<file path="src/rtl/hilo_unit.sv">
// HI/LO register file with a 32-step restoring divider for the MIPS EX stage.
// Single-cycle ops update HI/LO at the accepting edge. DIV/DIVU hold Busy high for 33 cycles.
module hilo_unit #(
  parameter int WIDTH = 32
) (
  input  logic               clk_i,
  input  logic               rst_ni,
  input  logic               op_valid_i,
  input  logic [2:0]         op_i,
  input  logic [2*WIDTH-1:0] product_i,
  input  logic [WIDTH-1:0]   a_i,
  input  logic [WIDTH-1:0]   b_i,
  input  logic               flush_i,
  output logic [WIDTH-1:0]   hi_o,
  output logic [WIDTH-1:0]   lo_o,
  output logic               busy_o,
  output logic               div_by_zero_o
);

  localparam logic [2:0] OP_MTHI   = 3'b001;
  localparam logic [2:0] OP_MTLO   = 3'b010;
  localparam logic [2:0] OP_LOAD64 = 3'b011;
  localparam logic [2:0] OP_MADD   = 3'b100;
  localparam logic [2:0] OP_MSUB   = 3'b101;
  localparam logic [2:0] OP_DIV    = 3'b110;
  localparam logic [2:0] OP_DIVU   = 3'b111;

  typedef enum logic [1:0] {
    S_IDLE = 2'd0,
    S_RUN  = 2'd1,
    S_DONE = 2'd2
  } state_e;

  state_e state_q, state_d;

  logic [WIDTH-1:0] hi_q, hi_d;
  logic [WIDTH-1:0] lo_q, lo_d;
  logic             dbz_q, dbz_d;

  logic [WIDTH-1:0] rem_q, rem_d;
  logic [WIDTH-1:0] quo_q, quo_d;
  logic [WIDTH-1:0] divisor_q, divisor_d;
  logic             neg_quo_q, neg_quo_d;
  logic             neg_rem_q, neg_rem_d;
  logic [4:0]       cnt_q, cnt_d;

  logic accept;
  logic is_div;
  logic b_zero;
  logic start_div;

  assign accept    = op_valid_i && (state_q == S_IDLE) && !flush_i;
  assign is_div    = (op_i == OP_DIV) || (op_i == OP_DIVU);
  assign b_zero    = (b_i == '0);
  assign start_div = accept && is_div && !b_zero;

  // State register
  always_ff @(posedge clk_i or negedge rst_ni) begin
    if (!rst_ni) begin
      state_q <= S_IDLE;
    end else begin
      state_q <= state_d;
    end
  end

  // Next-state logic
  always_comb begin
    state_d = state_q;
    case (state_q)
      S_IDLE: if (start_div) state_d = S_RUN;
      S_RUN: begin
        if (flush_i)             state_d = S_IDLE;
        else if (cnt_q == 5'd31) state_d = S_DONE;
      end
      S_DONE:  state_d = S_IDLE;
      default: state_d = S_IDLE;
    endcase
  end

  // Output logic
  always_comb begin
    busy_o = (state_q != S_IDLE);
  end

  // One restoring step: shift {rem,quo} left, trial-subtract the divisor
  logic [WIDTH:0]   rem_shift;
  logic [WIDTH:0]   trial;
  logic [WIDTH-1:0] a_abs;
  logic [WIDTH-1:0] b_abs;
  logic             signed_op;

  assign rem_shift = {rem_q, quo_q[WIDTH-1]};
  assign trial     = rem_shift - {1'b0, divisor_q};
  assign signed_op = (op_i == OP_DIV);
  assign a_abs     = (signed_op && a_i[WIDTH-1]) ? (~a_i + 1'b1) : a_i;
  assign b_abs     = (signed_op && b_i[WIDTH-1]) ? (~b_i + 1'b1) : b_i;

  always_comb begin
    rem_d     = rem_q;
    quo_d     = quo_q;
    divisor_d = divisor_q;
    neg_quo_d = neg_quo_q;
    neg_rem_d = neg_rem_q;
    cnt_d     = cnt_q;
    if (start_div) begin
      rem_d     = '0;
      quo_d     = a_abs;
      divisor_d = b_abs;
      neg_quo_d = signed_op && (a_i[WIDTH-1] ^ b_i[WIDTH-1]);
      neg_rem_d = signed_op && a_i[WIDTH-1];
      cnt_d     = 5'd0;
    end else if (state_q == S_RUN) begin
      if (!trial[WIDTH]) begin
        rem_d = trial[WIDTH-1:0];
        quo_d = {quo_q[WIDTH-2:0], 1'b1};
      end else begin
        rem_d = rem_shift[WIDTH-1:0];
        quo_d = {quo_q[WIDTH-2:0], 1'b0};
      end
      cnt_d = cnt_q + 5'd1;
    end
  end

  logic [WIDTH-1:0]   quo_fix;
  logic [WIDTH-1:0]   rem_fix;
  logic [2*WIDTH-1:0] hilo_cur;
  logic [2*WIDTH-1:0] hilo_sum;
  logic [2*WIDTH-1:0] hilo_diff;

  assign quo_fix   = neg_quo_q ? (~quo_q + 1'b1) : quo_q;
  assign rem_fix   = neg_rem_q ? (~rem_q + 1'b1) : rem_q;
  assign hilo_cur  = {hi_q, lo_q};
  assign hilo_sum  = hilo_cur + product_i;
  assign hilo_diff = hilo_cur - product_i;

  always_comb begin
    hi_d  = hi_q;
    lo_d  = lo_q;
    dbz_d = 1'b0;
    if (accept) begin
      case (op_i)
        OP_MTHI:   hi_d = a_i;
        OP_MTLO:   lo_d = a_i;
        OP_LOAD64: {hi_d, lo_d} = product_i;
        OP_MADD:   {hi_d, lo_d} = hilo_sum;
        OP_MSUB:   {hi_d, lo_d} = hilo_diff;
        OP_DIV, OP_DIVU: dbz_d = b_zero;
        default: ;
      endcase
    end
    // A flush in DONE discards the result
    if (state_q == S_DONE && !flush_i) begin
      hi_d = rem_fix;
      lo_d = quo_fix;
    end
  end

  always_ff @(posedge clk_i or negedge rst_ni) begin
    if (!rst_ni) begin
      hi_q      <= '0;
      lo_q      <= '0;
      dbz_q     <= 1'b0;
      rem_q     <= '0;
      quo_q     <= '0;
      divisor_q <= '0;
      neg_quo_q <= 1'b0;
      neg_rem_q <= 1'b0;
      cnt_q     <= 5'd0;
    end else begin
      hi_q      <= hi_d;
      lo_q      <= lo_d;
      dbz_q     <= dbz_d;
      rem_q     <= rem_d;
      quo_q     <= quo_d;
      divisor_q <= divisor_d;
      neg_quo_q <= neg_quo_d;
      neg_rem_q <= neg_rem_d;
      cnt_q     <= cnt_d;
    end
  end

  assign hi_o          = hi_q;
  assign lo_o          = lo_q;
  assign div_by_zero_o = dbz_q;

endmodule

</file>
<file path="config.mk">
export PLATFORM = sky130hd
export DESIGN_NAME = hilo_unit
export DESIGN_NICKNAME = d
export VERILOG_FILES = /design/src/rtl/hilo_unit.sv
export SDC_FILE = /design/constraint.sdc
export NUM_CORES = 1
export LEC_CHECK = 0
export CORE_MARGIN = 5
export CORE_UTILIZATION = 43
export CTS_CLUSTER_SIZE = 16
export DETAILED_ROUTE_END_ITERATION = 6
export GPL_TIMING_DRIVEN = 0
export SETUP_SLACK_MARGIN = 0.3
export SYNTH_ARGS = -nofsm -noshare
export SYNTH_HDL_FRONTEND = slang
export SYNTH_SLANG_ARGS = --single-unit
</file>
<file path="constraint.sdc">
create_clock -name clk_i -period 4.14 [get_ports clk_i]
set_clock_uncertainty 0.15 [all_clocks]
set_input_delay 0.828 -clock clk_i [delete_from_list [all_inputs] [get_ports clk_i]]
set_output_delay 0.828 -clock clk_i [all_outputs]
set_load 0.1 [all_outputs]
</file>
## After elaboration in Yosys (flattened, before gate mapping)

Index checks and enable logic that the tools add are counted.

| storage, ports and cells | value |
|---|---|
| memories | 0 |
| latch bits | 0 |
| output and inout bits | 66 |
| bits of input ports | 135 |
| RAM bits | 0 |
| ROM bits | 0 |
| bits in registers | 170 |
| logic and storage cells | 81 |

| cells by class | value |
|---|---|
| divide/modulo/power cells | 0 |
| bitwise gates (word level) | 5 |
| $mul | 0 |
| equal/unequal tests | 12 |
| magnitude comparators | 0 |
| add/sub/neg operators | 8 |
| mux-type cells | 24 |
| shift operators | 0 |
| reduce and logical (&&, ||, !) cells | 22 |

Operator list:

| kind | count |
|---|---|
| 2-to-1 mux 32 bit | 13 |
| case mux 32 bit (4 select lines) | 2 |
| adder 32 x 1 -> 32 bit (second input constant) | 4 |
| inverter 32 bit | 4 |
| adder 64 bit | 1 |
| subtractor 64 bit | 1 |
| subtractor 33 x 32 -> 33 bit | 1 |
| zero test 32 bit | 1 |
| == test 3 bit (second input constant) | 4 |
| 2-to-1 mux 5 bit | 2 |
| nonzero test 5 bit | 2 |
| logical AND 1 bit | 8 |
| == test 3 x 2 -> 1 bit (second input constant) | 2 |
| 2-to-1 mux 2 bit | 3 |
| AND reduction 2 bit | 3 |
| nonzero test 2 bit | 3 |
| adder 5 x 1 -> 5 bit (second input constant) | 1 |
| == test 5 bit (second input constant) | 1 |
| case mux 2 bit (2 select lines) | 1 |
| == test 3 x 1 -> 1 bit (second input constant) | 1 |
| 2-to-1 mux 1 bit | 3 |
| != test 3 bit (second input constant) | 1 |
| == test 2 x 1 -> 1 bit (second input constant) | 1 |
| == test 2 bit (second input constant) | 1 |
| 6 further kinds | 7 |

## Longest topological paths before layout

| logic depth | value |
|---|---|
| word-level depth | 7 |
| depth in mapped cells | 16 |
| mapped depth without buffers | 14 |

## Least setup slack after synthesis

Ideal clock, no wire load.

| path | value |
|---|---|
| path type | register to register |
| start point | reg lo_q[0] (netlist: lo_o[0]) |
| end point | reg hi_q[30] (netlist: hi_o[30]) |
| buffers on the path | 0 |
| cell stages (with the launch flop) | 14 |
| library setup time | 0.130 ns |
| clock period less this slack | 4.306 ns |
| setup slack | -0.166 ns |
| data required time | 3.860 ns |
| arrival time | 4.026 ns |
| path through | dfrtp_1 > inv_1 > ha_1 > fa_1 > nand2b_1 > a21o_1 > a2111oi_0 > o2111ai_1 > a211oi_1 > o21ai_1 > o21ai_0 > mux2i_1 > and4_1 > a31oi_1 |

| between the ends | value |
|---|---|
| word-level cells in the longest chain between the ends | 4 |

RTL lines:

| item | RTL line | text |
|---|---|---|
| start, declared | 37 | `logic [WIDTH-1:0] lo_q, lo_d;` |
| start signal, assigned | 171 | `lo_q <= lo_d;` |
| subtractor 64 bit or adder 64 bit (tied branches) | 134, 133 |  |
| case mux 32 bit (4 select lines) (*) | 141 | `case (op_i)` |
| 2-to-1 mux 32 bit (*) | 140 | `if (accept) begin` |
| 2-to-1 mux 32 bit (*) | 152 | `if (state_q == S_DONE && !flush_i) begin` |
| end signal, assigned | 170 | `hi_q <= hi_d;` |
| end, declared | 36 | `logic [WIDTH-1:0] hi_q, hi_d;` |

Every way passes the cells marked *; elsewhere a longest branch is shown, timed or not. The select of a mux whose other input is x is not followed.
A chain may end at the register's enable or synchronous reset.

## Worst setup path after layout

| path | value |
|---|---|
| start point | in op_i[0] |
| end point | reg lo_q[9] (netlist: lo_o[9]) |

| between the ends | value |
|---|---|
| word-level cells in the longest chain between the ends | 4 |

RTL lines:

| item | RTL line | text |
|---|---|---|
| start, declared | 9 | `input logic [2:0] op_i,` |
| == test 3 bit or == test 3 x 2 -> 1 bit (tied branches) | 141 |  |
| case mux 32 bit (4 select lines) | 141 |  |
| 2-to-1 mux 32 bit | 140 |  |
| 2-to-1 mux 32 bit | 152 |  |

Parallel ways exist; a longest one is shown, timed or not. The select of a mux whose other input is x is not followed.

==> summary.txt <==
Run status
  • Status: finished with violations
  • Failing checks: design-rule violations

Critical path
  • R2R Setup Slk: 0.33 ns
  • WP data required: 4.38 ns
  • CP max-delay cell: clkbuf_1
  • Worst setup EP type: register
  • Arrival @ worst endpoint: 4.12 ns
  • Crit Path Category: input pin to register
  • Crit-path max cell delay: 0.94 ns
  • CP bufs+invs: 3
  • CP Cell Sequence: clkdlybuf4s50_1, clkbuf_2, clkbuf_1, a31oi_1, xnor2_1, o311ai_0, o211ai_1, a22oi_1
  • CP top delay family: buffers and inverters
  • Worst Path Max Fanout: 10
  • Crit path launch type: input pin

Global route
  • Largest net degree at the start of global routing: 116
  • First-pass GRT wire length: 162000 µm
  • Gr usage total: 0.398
  • Vias in the first global route: 24500
  • Initial antenna violation count: 3
  • GRT overflow: 0

STA
  • Worst-margin pin slew: 1.20 ns
  • Worst slew margin: 0.201
  • RSZ-0062 raised after global routing: yes
  • Setup TNS: 0 ns
  • Hold Vio Cnt, Final: 0
  • Period Utilization, post-route: 0.936
  • Fmax: 258 MHz
  • Worst hold slack: 0.101 ns
  • Final Setup Violations: 0
  • Max Slew Vio Count: 0
  • Tmin final: 3.88 ns

CTS
  • CTS tree: yes
  • Clock Path Buffers: 2
  • Clk Latency, worst-skew pair: 0.48 ns
  • Root Buffer: clkbuf_16
  • CTS sink count: 170
  • Clock transition at path regs: 0.09 ns
  • # hold bufs at CTS: 0
  • Cts bufs inserted: 17
  • H-tree depth: 4

Route
  • Post-route DRC: 1
  • Initial drt markers: 3971
  • Via count: 26300
  • Total wire length: 113000 µm
  • Final ANT Viol Nets: 0
  • Drt pass-1 iters: 7
  • Wire length per cell: 28.9 µm
  • Vias per cell: 6.74

Floorplanning
  • Die Wd: 232 µm
  • Die ar.: 53800 µm²
  • Core area: 48800 µm²
  • IO Pins: 201
  • DIE HEIGHT: 232 µm
  • Initial core utilization: 0.434
  • FP Rows: 81

Power
  • P_leak: 0.0112 µW
  • PwrDens: 585 nW/µm²
  • Maximum ir drop on the vdd rail: 338 µV

Synthesis
  • Post-synthesis mux area share: 0.0123
  • Cell area after synthesis: 21200 µm²
  • Mapped Nets: 3233
  • Gate Count Post-Synth: 2928
  • Sequential share of the synthesized area: 0.201
  • Post-synthesis simple-gate area fraction: 0.202
  • Synth Register Bits: 170
  • Post-synthesis xor/xnor area fraction: 0.0822
  • Post-synthesis adder-cell area fraction: 0.101
  • Syn Area/Cell: 7.24 µm²
  • Asr flop ratio synth: 1.00
  • Largest family of logic cells by synthesized area: compound AO/OA/AOI/OAI gates
  • Warnings from Yosys: 0
  • Main synth FF type: dfrtp_1
  • EDFF count, synth: 0
  • Synth Area in Compound Gates: 0.335
  • Yosys cell types: 76

Layout
  • Final core occ: 0.559
  • Layout cells sized above 1: 0.152
  • Area grow syn2layout: 28.7%
  • Final std cells w/o fill: 3903
  • Nets: 3528

Hold path
  • Worst hold path type: input pin to asynchronous set/reset pin

Placed design
  • Gpl congestion: 1.07
  • DP Wirelength: 89800 µm
  • Port Buf Inserts: 200
  • Placed insts: 3795

Job
  • Maximum capacitance violations: 0
-- final cells by class --
class,count,area [µm²]
flip-flops and latches,170,4270
clock inverters,15,190
fillers,4716,21600
multi-input cells,2385,17300
clock buffers,17,425
inverters,198,766
plain buffers,175,950
diodes,3,7.51
well taps,664,831
repair buffers,276,2540
-- metrics by stage --
step                      power (µW)  cell area, µm²  setup slack [ns]
after global placement         12400           24000             -5.85
after floorplan                 9430           21200             0.268
after global routing           16700           27300             0.190
after CTS                      15000           26300             0.178
after detailed placement       12500           24100             -1.90
final                          16000           27300             0.265
-- layer usage --
| metal | track usage | routed length [µm] | up-vias |
|---|---|---|---|
| met3 | 0.0902 | 12600 | 418 |
| met1 | 0.537 | 45600 | 12600 |
| li1 | - | - | 11400 |
| met5 | 0 | 0 | - |
| met4 | 0.212 | 7970 | 0 |
| met2 | 0.594 | 46700 | 1868 |
-- worst register-to-register path, stage by stage, from the launching register on --
cell,delay [ns]
dfrtp_1,0.48
ha_1,0.26
or4_4,0.54
o211ai_1,0.21
buf_4,0.20
a2111o_1,0.30
buf_4,0.17
buf_6,0.09
a311oi_4,0.09
o211ai_1,0.33
nand3b_1,0.19
a311oi_2,0.44
o32ai_2,0.16
o21ai_1,0.15
-- sequential cells by signal, indices dropped and copies added (netlist names) --
name,count
divisor_q,32
cnt_q,5
state_q,2
rem_q,32
neg_quo_q,1
hi_o,32
lo_o,32
div_by_zero_o,1
neg_rem_q,1
quo_q,32
-- power by group --
part | internal, µW | leakage (µW) | switching (µW)
logic | 3970 | 0.00875 | 7230
clock network | 827 | 0.000296 | 890
registers | 2140 | 0.00213 | 917
-- cell usage after synthesis, types with 24 or more instances --
master / n / area (µm²)
nor2_1: 274 / 1030
o21ai_0: 256 / 1280
a21oi_1: 250 / 1250
nand2_1: 246 / 923
inv_1: 196 / 736
dfrtp_1: 170 / 4250
ha_1: 167 / 2090
clkbuf_1: 161 / 604
xnor2_1: 120 / 1050
xor2_1: 79 / 692
nor3_1: 71 / 355
o31ai_1: 67 / 503
nand3_1: 61 / 305
a31oi_1: 54 / 338
a21o_1: 52 / 390
nor4_1: 44 / 275
o211ai_1: 42 / 315
a211oi_1: 41 / 308
a22oi_1: 37 / 278
o21bai_1: 36 / 270
nand2b_1: 32 / 200
nor2b_1: 31 / 194
or3_1: 29 / 181
a221o_1: 28 / 280
and3_1: 28 / 175
mux2i_1: 26 / 260
nand4_1: 26 / 163
a221oi_1: 25 / 219
o221ai_1: 24 / 210
-- layout by cell type (no fill, tap or decap), types with 21 or more instances in the layout --
cell             count
a21o_1              50
inv_1              180
buf_4               75
o211ai_1            42
xor2_1              78
clkdlybuf4s50_1    150
and3_1              26
nand3_1             59
o221ai_1            21
nor2_1             256
clkbuf_1            92
dfrtp_1            161
ha_1               141
or3_1               26
nand2b_1            30
a21oi_1            229
a22oi_1             34
a31oi_1             46
o31ai_1             58
xnor2_1            114
o21ai_0            227
a211oi_1            28
mux2i_1             25
o21bai_1            35
nand4_1             26
clkbuf_2            48
nand2_1            240
a221o_1             27
nor4_1              27
nor2b_1             31
nor3_1              60
-- cell families (layout without fill, tap and decap cells) --
| kind of cell | Yosys count | count (layout) |
|---|---|---|
| compound gates | 1083 | 1083 |
| xor+xnor | 199 | 199 |
| fa+ha+maj | 170 | 170 |
| buf+inv | 373 | 681 |
| flops | 170 | 170 |
| mux | 26 | 26 |
| other cells | 0 | 3 |
| simple gates | 907 | 907 |
-- worst paths after layout --
check | startpoint | end | cells after the start
setup / recovery | op_i[0] | lo_o[9]$_DFFE_PN0P_ | 8
hold / removal | rst_ni | quo_q[6]$_DFFE_PN0P_ | 1
setup reg to reg | lo_o[6]$_DFFE_PN0P_ | hi_o[13]$_DFFE_PN0P_ | 13
hold reg to reg | divisor_q[22]$_DFFE_PN0P_ | divisor_q[22]$_DFFE_PN0P_ | 2
max in group asynchronous | rst_ni | hi_o[3]$_DFFE_PN0P_ | 2
min in group clk_i | divisor_q[22]$_DFFE_PN0P_ | divisor_q[22]$_DFFE_PN0P_ | 2
-- timing repair --
item,4_1_cts,5_1_grt
endpoints found under the setup margin,151,148
pin swaps,54,81
setup buffers,33,40
gates cloned,0,0
resized for setup,415,280
(Power assumes the default switching activity.)
